File: config.mk
export PLATFORM = sky130hd
export DESIGN_NAME = fetch_pc_flat
export DESIGN_NICKNAME = d
export VERILOG_FILES = /design/src/rtl/cpu_defs.sv /design/src/rtl/fetch_pc_if.sv /design/src/rtl/fetch_pc_redirect_buf.sv /design/src/rtl/fetch_pc.sv /design/src/flat_wrapper.sv
export SDC_FILE = /design/constraint.sdc
export NUM_CORES = 1
export LEC_CHECK = 0
export CAP_MARGIN = 5
export CORE_MARGIN = 5
export CORE_UTILIZATION = 44
export DETAILED_ROUTE_END_ITERATION = 8
export PLACE_DENSITY = 0.91
export SLEW_MARGIN = 20
export SYNTH_ARGS = -nofsm -noshare
export SYNTH_HDL_FRONTEND = slang
export SYNTH_SLANG_ARGS = --single-unit
File: constraint.sdc
create_clock -name clk -period 3.4 [get_ports clk]
set_input_delay 0.51 -clock clk [delete_from_list [all_inputs] [get_ports clk]]
set_output_delay 0.51 -clock clk [all_outputs]
set_load 0.01 [all_outputs]
File: src/rtl/cpu_defs.sv
// Shared CPU constants: memory map, vectors
// and the next-PC select encoding.
package cpu_defs;

  localparam logic [31:0] CPU_RESET_VEC  = 32'h0000_3000;
  localparam logic [31:0] CPU_EXC_VEC    = 32'h0000_4180;
  localparam logic [31:0] CPU_IMEM_BASE  = 32'h0000_3000;
  localparam logic [31:0] CPU_IMEM_LIMIT = 32'h0000_6FFF;

  localparam logic [2:0] SEL_RESET = 3'd0;
  localparam logic [2:0] SEL_EXC   = 3'd1;
  localparam logic [2:0] SEL_ERET  = 3'd2;
  localparam logic [2:0] SEL_HOLD  = 3'd3;
  localparam logic [2:0] SEL_REDIR = 3'd4;
  localparam logic [2:0] SEL_PEND  = 3'd5;
  localparam logic [2:0] SEL_SEQ   = 3'd6;

endpackage

File: src/rtl/fetch_pc_if.sv
// IF-stage PC bundle: control from the pipeline,
// fetch address and status back to it.
interface fetch_pc_if #(
  parameter int WIDTH = 32
);

  logic             stall;
  logic             redirect_valid;
  logic [WIDTH-1:0] redirect_target;
  logic             exc_req;
  logic             eret_req;
  logic [WIDTH-1:0] epc;
  logic [WIDTH-1:0] pc;
  logic [WIDTH-1:0] pc_plus4;
  logic [WIDTH-1:0] pc_plus8;
  logic             fetch_adel;
  logic             redirect_pending;

  modport master (
    output stall,
    output redirect_valid,
    output redirect_target,
    output exc_req,
    output eret_req,
    output epc,
    input  pc,
    input  pc_plus4,
    input  pc_plus8,
    input  fetch_adel,
    input  redirect_pending
  );

  modport slave (
    input  stall,
    input  redirect_valid,
    input  redirect_target,
    input  exc_req,
    input  eret_req,
    input  epc,
    output pc,
    output pc_plus4,
    output pc_plus8,
    output fetch_adel,
    output redirect_pending
  );

endinterface

File: src/rtl/fetch_pc_redirect_buf.sv
// One-entry buffer holding a redirect that
// arrived while IF was stalled.
module pc_redirect_buf #(
  parameter int WIDTH = 32
) (
  input  logic             clk,
  input  logic             reset,
  input  logic             capture,
  input  logic             consume,
  input  logic             clear,
  input  logic [WIDTH-1:0] tgt_in,
  output logic             pending,
  output logic [WIDTH-1:0] tgt
);

  localparam logic [0:0] ST_RUN  = 1'b0;
  localparam logic [0:0] ST_PEND = 1'b1;

  logic [0:0] state;

  // RUN/PEND: capture enters PEND, consume or flush returns to RUN
  always_ff @(posedge clk) begin
    if (reset || clear) begin
      state <= ST_RUN;
    end else if (capture) begin
      state <= ST_PEND;
    end else if (consume) begin
      state <= ST_RUN;
    end
  end

  // latest captured target; a newer capture overwrites it
  always_ff @(posedge clk) begin
    if (reset) begin
      tgt <= '0;
    end else if (capture) begin
      tgt <= tgt_in;
    end
  end

  assign pending = (state == ST_PEND);

endmodule

File: src/rtl/fetch_pc.sv
// IF-stage program counter with stall hold,
// redirect buffering and exception vectoring.
module fetch_pc
  import cpu_defs::*;
#(
  parameter int WIDTH = 32,
  parameter logic [WIDTH-1:0] RESET_VEC  = WIDTH'(CPU_RESET_VEC),
  parameter logic [WIDTH-1:0] EXC_VEC    = WIDTH'(CPU_EXC_VEC),
  parameter logic [WIDTH-1:0] IMEM_BASE  = WIDTH'(CPU_IMEM_BASE),
  parameter logic [WIDTH-1:0] IMEM_LIMIT = WIDTH'(CPU_IMEM_LIMIT)
) (
  input logic       clk,
  input logic       reset,
  fetch_pc_if.slave bus
);

  localparam logic [WIDTH-1:0] LAST_WORD =
    IMEM_LIMIT - WIDTH'(3);

  logic [WIDTH-1:0] pc_q;
  logic [WIDTH-1:0] pc_nxt;
  logic [WIDTH-1:0] pend_tgt;
  logic             pending;
  logic [2:0]       sel;
  logic             capture;
  logic             consume;
  logic             clear;

  // next-PC source, highest priority first
  always_comb begin
    sel = SEL_SEQ;
    if (reset) begin
      sel = SEL_RESET;
    end else if (bus.exc_req) begin
      sel = SEL_EXC;
    end else if (bus.eret_req) begin
      sel = SEL_ERET;
    end else if (bus.stall) begin
      sel = SEL_HOLD;
    end else if (bus.redirect_valid) begin
      sel = SEL_REDIR;
    end else if (pending) begin
      sel = SEL_PEND;
    end
  end

  // next-PC mux driven by the decoded source
  always_comb begin
    pc_nxt = pc_q + WIDTH'(4);
    unique case (1'b1)
      sel == SEL_RESET: pc_nxt = RESET_VEC;
      sel == SEL_EXC:   pc_nxt = EXC_VEC;
      sel == SEL_ERET:  pc_nxt = bus.epc;
      sel == SEL_HOLD:  pc_nxt = pc_q;
      sel == SEL_REDIR: pc_nxt = bus.redirect_target;
      sel == SEL_PEND:  pc_nxt = pend_tgt;
      sel == SEL_SEQ:   pc_nxt = pc_q + WIDTH'(4);
      default:          pc_nxt = pc_q + WIDTH'(4);
    endcase
  end

  assign capture = (sel == SEL_HOLD) && bus.redirect_valid;
  assign consume = (sel == SEL_REDIR) || (sel == SEL_PEND);
  assign clear   = (sel == SEL_EXC) || (sel == SEL_ERET);

  pc_redirect_buf #(
    .WIDTH (WIDTH)
  ) u_buf (
    .clk     (clk),
    .reset   (reset),
    .capture (capture),
    .consume (consume),
    .clear   (clear),
    .tgt_in  (bus.redirect_target),
    .pending (pending),
    .tgt     (pend_tgt)
  );

  // PC register
  always_ff @(posedge clk) begin
    if (reset) begin
      pc_q <= RESET_VEC;
    end else begin
      pc_q <= pc_nxt;
    end
  end

  assign bus.pc               = pc_q;
  assign bus.pc_plus4         = pc_q + WIDTH'(4);
  assign bus.pc_plus8         = pc_q + WIDTH'(8);
  assign bus.redirect_pending = pending;
  assign bus.fetch_adel       = (pc_q[1:0] != 2'b00)
                              | (pc_q < IMEM_BASE)
                              | (pc_q > LAST_WORD);

endmodule

File: src/flat_wrapper.sv
// flat-port wrapper written by rule: the top's interface ports become plain ports
module fetch_pc_flat import cpu_defs::*;
#(
  parameter int WIDTH = 32,
  parameter logic [WIDTH-1:0] RESET_VEC  = WIDTH'(CPU_RESET_VEC),
  parameter logic [WIDTH-1:0] EXC_VEC    = WIDTH'(CPU_EXC_VEC),
  parameter logic [WIDTH-1:0] IMEM_BASE  = WIDTH'(CPU_IMEM_BASE),
  parameter logic [WIDTH-1:0] IMEM_LIMIT = WIDTH'(CPU_IMEM_LIMIT)
)
  (clk, reset, bus_stall, bus_redirect_valid, bus_redirect_target, bus_exc_req, bus_eret_req, bus_epc, bus_pc, bus_pc_plus4, bus_pc_plus8, bus_fetch_adel, bus_redirect_pending);
  fetch_pc_if #(.WIDTH(WIDTH)) bus_i ();
  input logic clk;
  input logic reset;
  input wire logic [$bits(bus_i.stall)-1:0] bus_stall;
  input wire logic [$bits(bus_i.redirect_valid)-1:0] bus_redirect_valid;
  input wire logic [$bits(bus_i.redirect_target)-1:0] bus_redirect_target;
  input wire logic [$bits(bus_i.exc_req)-1:0] bus_exc_req;
  input wire logic [$bits(bus_i.eret_req)-1:0] bus_eret_req;
  input wire logic [$bits(bus_i.epc)-1:0] bus_epc;
  output wire logic [$bits(bus_i.pc)-1:0] bus_pc;
  output wire logic [$bits(bus_i.pc_plus4)-1:0] bus_pc_plus4;
  output wire logic [$bits(bus_i.pc_plus8)-1:0] bus_pc_plus8;
  output wire logic [$bits(bus_i.fetch_adel)-1:0] bus_fetch_adel;
  output wire logic [$bits(bus_i.redirect_pending)-1:0] bus_redirect_pending;
  assign bus_i.stall = bus_stall;
  assign bus_i.redirect_valid = bus_redirect_valid;
  assign bus_i.redirect_target = bus_redirect_target;
  assign bus_i.exc_req = bus_exc_req;
  assign bus_i.eret_req = bus_eret_req;
  assign bus_i.epc = bus_epc;
  assign bus_pc = bus_i.pc;
  assign bus_pc_plus4 = bus_i.pc_plus4;
  assign bus_pc_plus8 = bus_i.pc_plus8;
  assign bus_fetch_adel = bus_i.fetch_adel;
  assign bus_redirect_pending = bus_i.redirect_pending;
  fetch_pc #(.WIDTH(WIDTH), .RESET_VEC(RESET_VEC), .EXC_VEC(EXC_VEC), .IMEM_BASE(IMEM_BASE), .IMEM_LIMIT(IMEM_LIMIT)) u_core (.clk(clk), .reset(reset), .bus(bus_i));
endmodule
After elaboration in Yosys (flattened, before gate mapping):

Cells that the tools add are included.

* bits in registers: 65
* bits in latches: 0
* RAM bits: 0
* ROM bits: 0
* bits of input ports: 70
* memories: 0

* add/subtract/negate cells: 2
* multiply operators: 0
* divide/modulo/power cells: 0
* $lt $le $gt $ge: 2
* equality and inequality tests: 5
* shift-type cells: 0
* muxes and demuxes: 9
* bitwise operators: 2
* reductions and logical operators: 7

Operator list (count)
* case mux 32 bit (6 select lines): 1
* adder 32 x 3 -> 32 bit, second input constant: 1
* adder 32 x 4 -> 32 bit, second input constant: 1
* > comparator 32 x 15 -> 1 bit, second input constant: 1
* < comparator 32 x 14 -> 1 bit, second input constant: 1
* 2-to-1 mux 3 bit: 5
* == test 3 x 2 -> 1 bit, second input constant: 2
* == test 3 bit, second input constant: 2
* nonzero test 2 bit: 2
* == test 3 x 1 -> 1 bit, second input constant: 1
* logical NOT 3 bit: 1
* logical OR 1 bit: 3
* 2-to-1 mux 1 bit: 2
* 2-to-1 mux 2 bit: 1
* OR 1 bit: 2
* logical AND 1 bit: 1

Depth between registers and ports, before layout:

* word-level depth: 10
* gate-level depth with buffers: 8
* mapped depth without buffers: 6

Cells and area by module:

A second synthesis with hierarchy kept.

* cell total of the unflattened synthesis: 592
* area, all modules: 4596.9 µm²

By module, submodules not included
* fetch_pc: times used 1, cells an instance 484, area each 3389.5 µm², sequential area each 640.6 µm²
* pc_redirect_buf: times used 1, cells an instance 108, area each 1207.4 µm², sequential area each 660.6 µm²

Worst setup path before layout:

OpenSTA, ideal clock, no wires.

* path type: reg2out
* from: reg u_core.pc_q[4], in the netlist u_core.bus.pc[4]
* to: out bus_pc_plus8[25]
* arrival time: 2200 ps
* data required time: 2890 ps
* slack: 690 ps
* cell stages (with the launch flop): 8
* path through: dfxtp_1 -> ha_1 -> and4_1 -> or4b_1 -> buf_2 -> nor2_2 -> and3_1 -> xor2_1

* cells in the longest elaborated chain, start to end: 1

RTL lines
* start: declaration: line fetch_pc.sv:20 `logic [WIDTH-1:0] pc_q;`
* start signal: assignment: line fetch_pc.sv:84 `pc_q <= pc_nxt;`
* adder 32 x 4 -> 32 bit: line fetch_pc.sv:90 `assign bus.pc_plus8 = pc_q + WIDTH'(8);`
* end: declaration: line flat_wrapper.sv:22 `output wire logic [$bits(bus_i.pc_plus8)-1:0] bus_pc_plus8;`

Every way passes these cells.

Final worst setup path:

* from: reg u_core.pc_q[15], in the netlist u_core.bus.pc[15]
* to: out bus_pc_plus8[28]

The elaborated chain is that of the path after synthesis.

==> summary.md <==
The flow ran to the end, and the final reports show no timing, DRC or antenna violations. The overall track demand over capacity in global routing is 28.39%, and the fraction of layout cells with a size suffix above 1 is 10.23%. For this configuration, the core starts out at a cell density of 45.07%. For this run, design rule violations remaining after detail routing come to 0. The number of antenna violations at the first check in global routing was 0. The maximum clock insertion buffer count was 2.

The most used flip-flop cell after synthesis is dfxtp_1. Synthesis inferred 65 register bits. The total wire length after detailed routing is 16690 µm, and the adder and majority gate portion of the synthesized area is 0.6037%. The unique cell type count in the Yosys netlist came out at 51. Synthesis produced a netlist with a net count of 618. For the diode insertion count for antenna repair, the log shows 0.

The most instantiated library cell after synthesis is nand2_1. Averaged over all synthesized cells, the footprint is 7.592 µm². For the area of the die, the log shows 0.01146 mm². At the pin with the least slew margin, the transition time is 0.7003 ns. In the post-synthesis netlist, the biggest area contributors are dfxtp_1, nand2_1, xnor2_1. The path class of the tightest hold or removal check is reg -> reg. The maximum cell stage delay along the critical path was 0.55 ns; the number of buffers and inverters on the critical path was 2.

TritonCTS created 9 clock buffers. In this run the biggest area consumer among cell types represents 31.39% of the synthesized area. The critical-path maximum fanout was 9; the total design power was 1936 µW. Of all cell types, the one taking the most synthesized area is dfxtp_1. After the first detailed-routing iteration, the DRC count stood at 590. The number of hold buffers added after CTS was 0. For the final estimated routing congestion in global placement, the log shows 0.9694. After detailed routing, the average wire length per cell comes to 20.47 µm. The run gives 168 as the I/O pin count. The tools report the HPWL after detailed placement as 12820 µm. Clock-pin slew was measured on the worst setup and hold paths at 0.08 ns.

After floorplanning, the core was divided into 35 placement rows. The slowest stage of the critical path belongs to the cell clkdlybuf4s50_1. Once placement finished, the instance area stood at 0.005954 mm².

The final count of pins violating max slew came out at 0. After synthesis, the share of cell area in mux cells is 0%. The post-route antenna net violation count was 0; the total iterations of the first detailed-routing run was 6. The H-tree generated during clock tree synthesis spans 3 levels. Final instance area: 0.006190 mm². The tools report the worst-case hold slack as 0.4582 ns. The critical path is of the reg -> out type. The routed design could run at a clock period as short as 3.333 ns. The sequential share of the synthesized area is 31.39%.

Headroom to the max-slew limit came out at 53.14%. Summing the areas of all compound-gate instances in the mapped netlist gives 22.70% of the synthesized area. Post-route clock period utilization: 98.02%. The met3 layer usage reported by global route is 6.081%, and the relative area change from synthesis to final layout is 49.32%. The total of max-cap violations came out at 0. The clock net in this run drives a total of 65 sinks. The commonest cells after synthesis are nand2_1, dfxtp_1, clkbuf_1. The highest achievable clock rate came out at 300.0 MHz. The tools report the static leakage power as 0.002316 µW. After global routing, the most crowded layer is met2. For met2 alone, demand over resource in global routing was 45.53%. The vertical die dimension was 107.1 µm. The combinational family with the most area after synthesis was simple AND/OR/NAND/NOR gates. Across the VDD grid, the largest voltage drop is 246.3 µV. Global routing finished with a remaining overflow of 0. Setup repair after global routing could not meet its margin everywhere.

TritonCTS built the clock tree. The final layout contains 771 nets. The power density relative to cell area was 312.7 mW/mm².

The core region is 0.009196 mm². For the worst setup path, the data required time is 2.89 ns. The summed instance area of the synthesized netlist is 0.004145 mm². The tree is rooted in a clkbuf_8. From left edge to right edge, the die measures 107.1 µm. STA classifies the critical path endpoint as a primary output.

Synthesized netlist cell count: 546. Summing the areas of all xor and xnor instances in the mapped netlist gives 12.01% of the synthesized area. The number of fill cells in the layout was 739.

For this block, the via count after detailed routing is 4934. Counting flops with a built-in enable in the synthesized netlist gives 0. The share of flip-flops with an asynchronous set or reset after synthesis works out to 0%. The count of final hold-check violations is 0, and the count of endpoints failing setup in the final report is 0. The tools report the number of global-route vias before repair as 4724. The tools report the first-pass GRT wire length as 25640 µm. The family with the most delay on the worst path was simple AND/OR/NAND/NOR gates. The synthesis warning total was 0. Entering global routing, the biggest net connects 29 pins. The synthesized netlist devotes 26.14% of its cell area to simple gates. Dividing the detail-routed via count by the number of cells gives 6.054. For the final setup skew, the log shows 0.01496 ns.

Setup total negative slack on the finished layout was measured at 0 ns. The data arrival at the endpoint of the critical path is 2.82 ns. At the later pin of the worst-skew pair, clock insertion delay measures 0.35 ns.

Fraction of met1 tracks used by global routing: 36.56%. Traced cell by cell, the critical path runs through and3_1, nand4_1, nor4_1, buf_4, nand2_1, xnor2_1, clkdlybuf4s50_1. The port buffer count is 167.

Nature of the critical path startpoint: a flop.
==> logic make-up (layout without fill, tap and decap cells) <==
logic type | after synthesis | in the layout
xor+xnor | 56 | 56
fa+ha+maj | 2 | 2
simple gates | 224 | 224
compound gates | 133 | 133
flops | 65 | 65
buf+inv | 66 | 224
==> final cells by class <==
| cell class | instances | area (µm²) | area share [%] |
|---|---|---|---|
| clock inverter | 6 | 57.56 | 0.9299 |
| multi-input combinational | 415 | 2571 | 41.54 |
| sequential | 65 | 1308 | 21.12 |
| tap | 111 | 138.9 | 2.244 |
| inverter | 8 | 30.03 | 0.4851 |
| clock buffer | 10 | 137.6 | 2.224 |
| timing repair buffer | 200 | 1947 | 31.45 |
==> layout by cell type (no fill, tap or decap), types with 3 or more instances in the layout <==
cell and count:
a211oi_1 3, a21o_1 5, a21oi_1 38, a221o_1 9, a221oi_1 8, a222oi_1 7, a22o_1 7, a22oi_1 18
and3_1 12, and4_1 4, buf_4 31, clkbuf_8 10, clkdlybuf4s50_1 166, clkinv_2 4, dfxtp_1 60, dfxtp_2 5
inv_1 8, nand2_1 121, nand3_1 16, nand4_1 13, nor2_1 22, nor2b_1 3, nor3_1 4, nor3_2 3
nor4_1 7, o21a_1 5, o21ai_0 15, o22ai_1 3, o311ai_0 6, xnor2_1 34, xor2_1 20
==> timing repair <==
action	in CTS	in global routing
setup buffers	0	1
resized for setup	4	8
setup endpoints to repair	9	7
pin swaps	1	1
==> per-stage QoR <==
step,std cells,util [%],setup WS (ns)
finish,815,67.31,0.06722
global route,815,67.31,-0.01634
CTS,814,67.01,0.05197
detailed placement,798,64.75,0.2182
global placement,798,64.75,0.3026
floorplan,546,-,0.6898
==> registers in the layout, summed over array words and instances (netlist names) <==
| signal | flops |
|---|---|
| u_core.bus.pc | 32 |
| u_core.u_buf.pending | 1 |
| u_core.u_buf.tgt | 32 |
==> routing by layer <==
layer / vias up / share of wire [%]
met4: 0 / 3.7
met1: 2268 / 38
met3: 57 / 11
met5: - / 0
met2: 363 / 47
li1: 2246 / -
==> worst reg2reg max path, cell delays in order, from the launching register on <==
cell and delay (ns):
dfxtp_2 0.40, ha_2 0.24, nand3_2 0.13, or4_4 0.65, o311ai_0 0.46, o311ai_0 0.21
==> path summary, 6_finish.rpt <==
kind                                      startpoint                    to  slack, ns  cells after the start
worst min register to register  u_core.u_buf.tgt[17]  u_core.u_buf.tgt[17]       0.46                      2
worst max register to register      u_core.bus.pc[3]     u_core.bus.pc[20]       1.17                      5
worst min-delay path            u_core.u_buf.tgt[17]  u_core.u_buf.tgt[17]       0.46                      2
worst max-delay path               u_core.bus.pc[15]      bus_pc_plus8[28]       0.07                      7
==> report_power, final <==
group	internal, µW	switching, µW	leakage [µW]
clock	353	319	0.000102
sequential	786	44.0	0.000531
combinational	242	191	0.00168
Power figures use the tool's default switching activity.
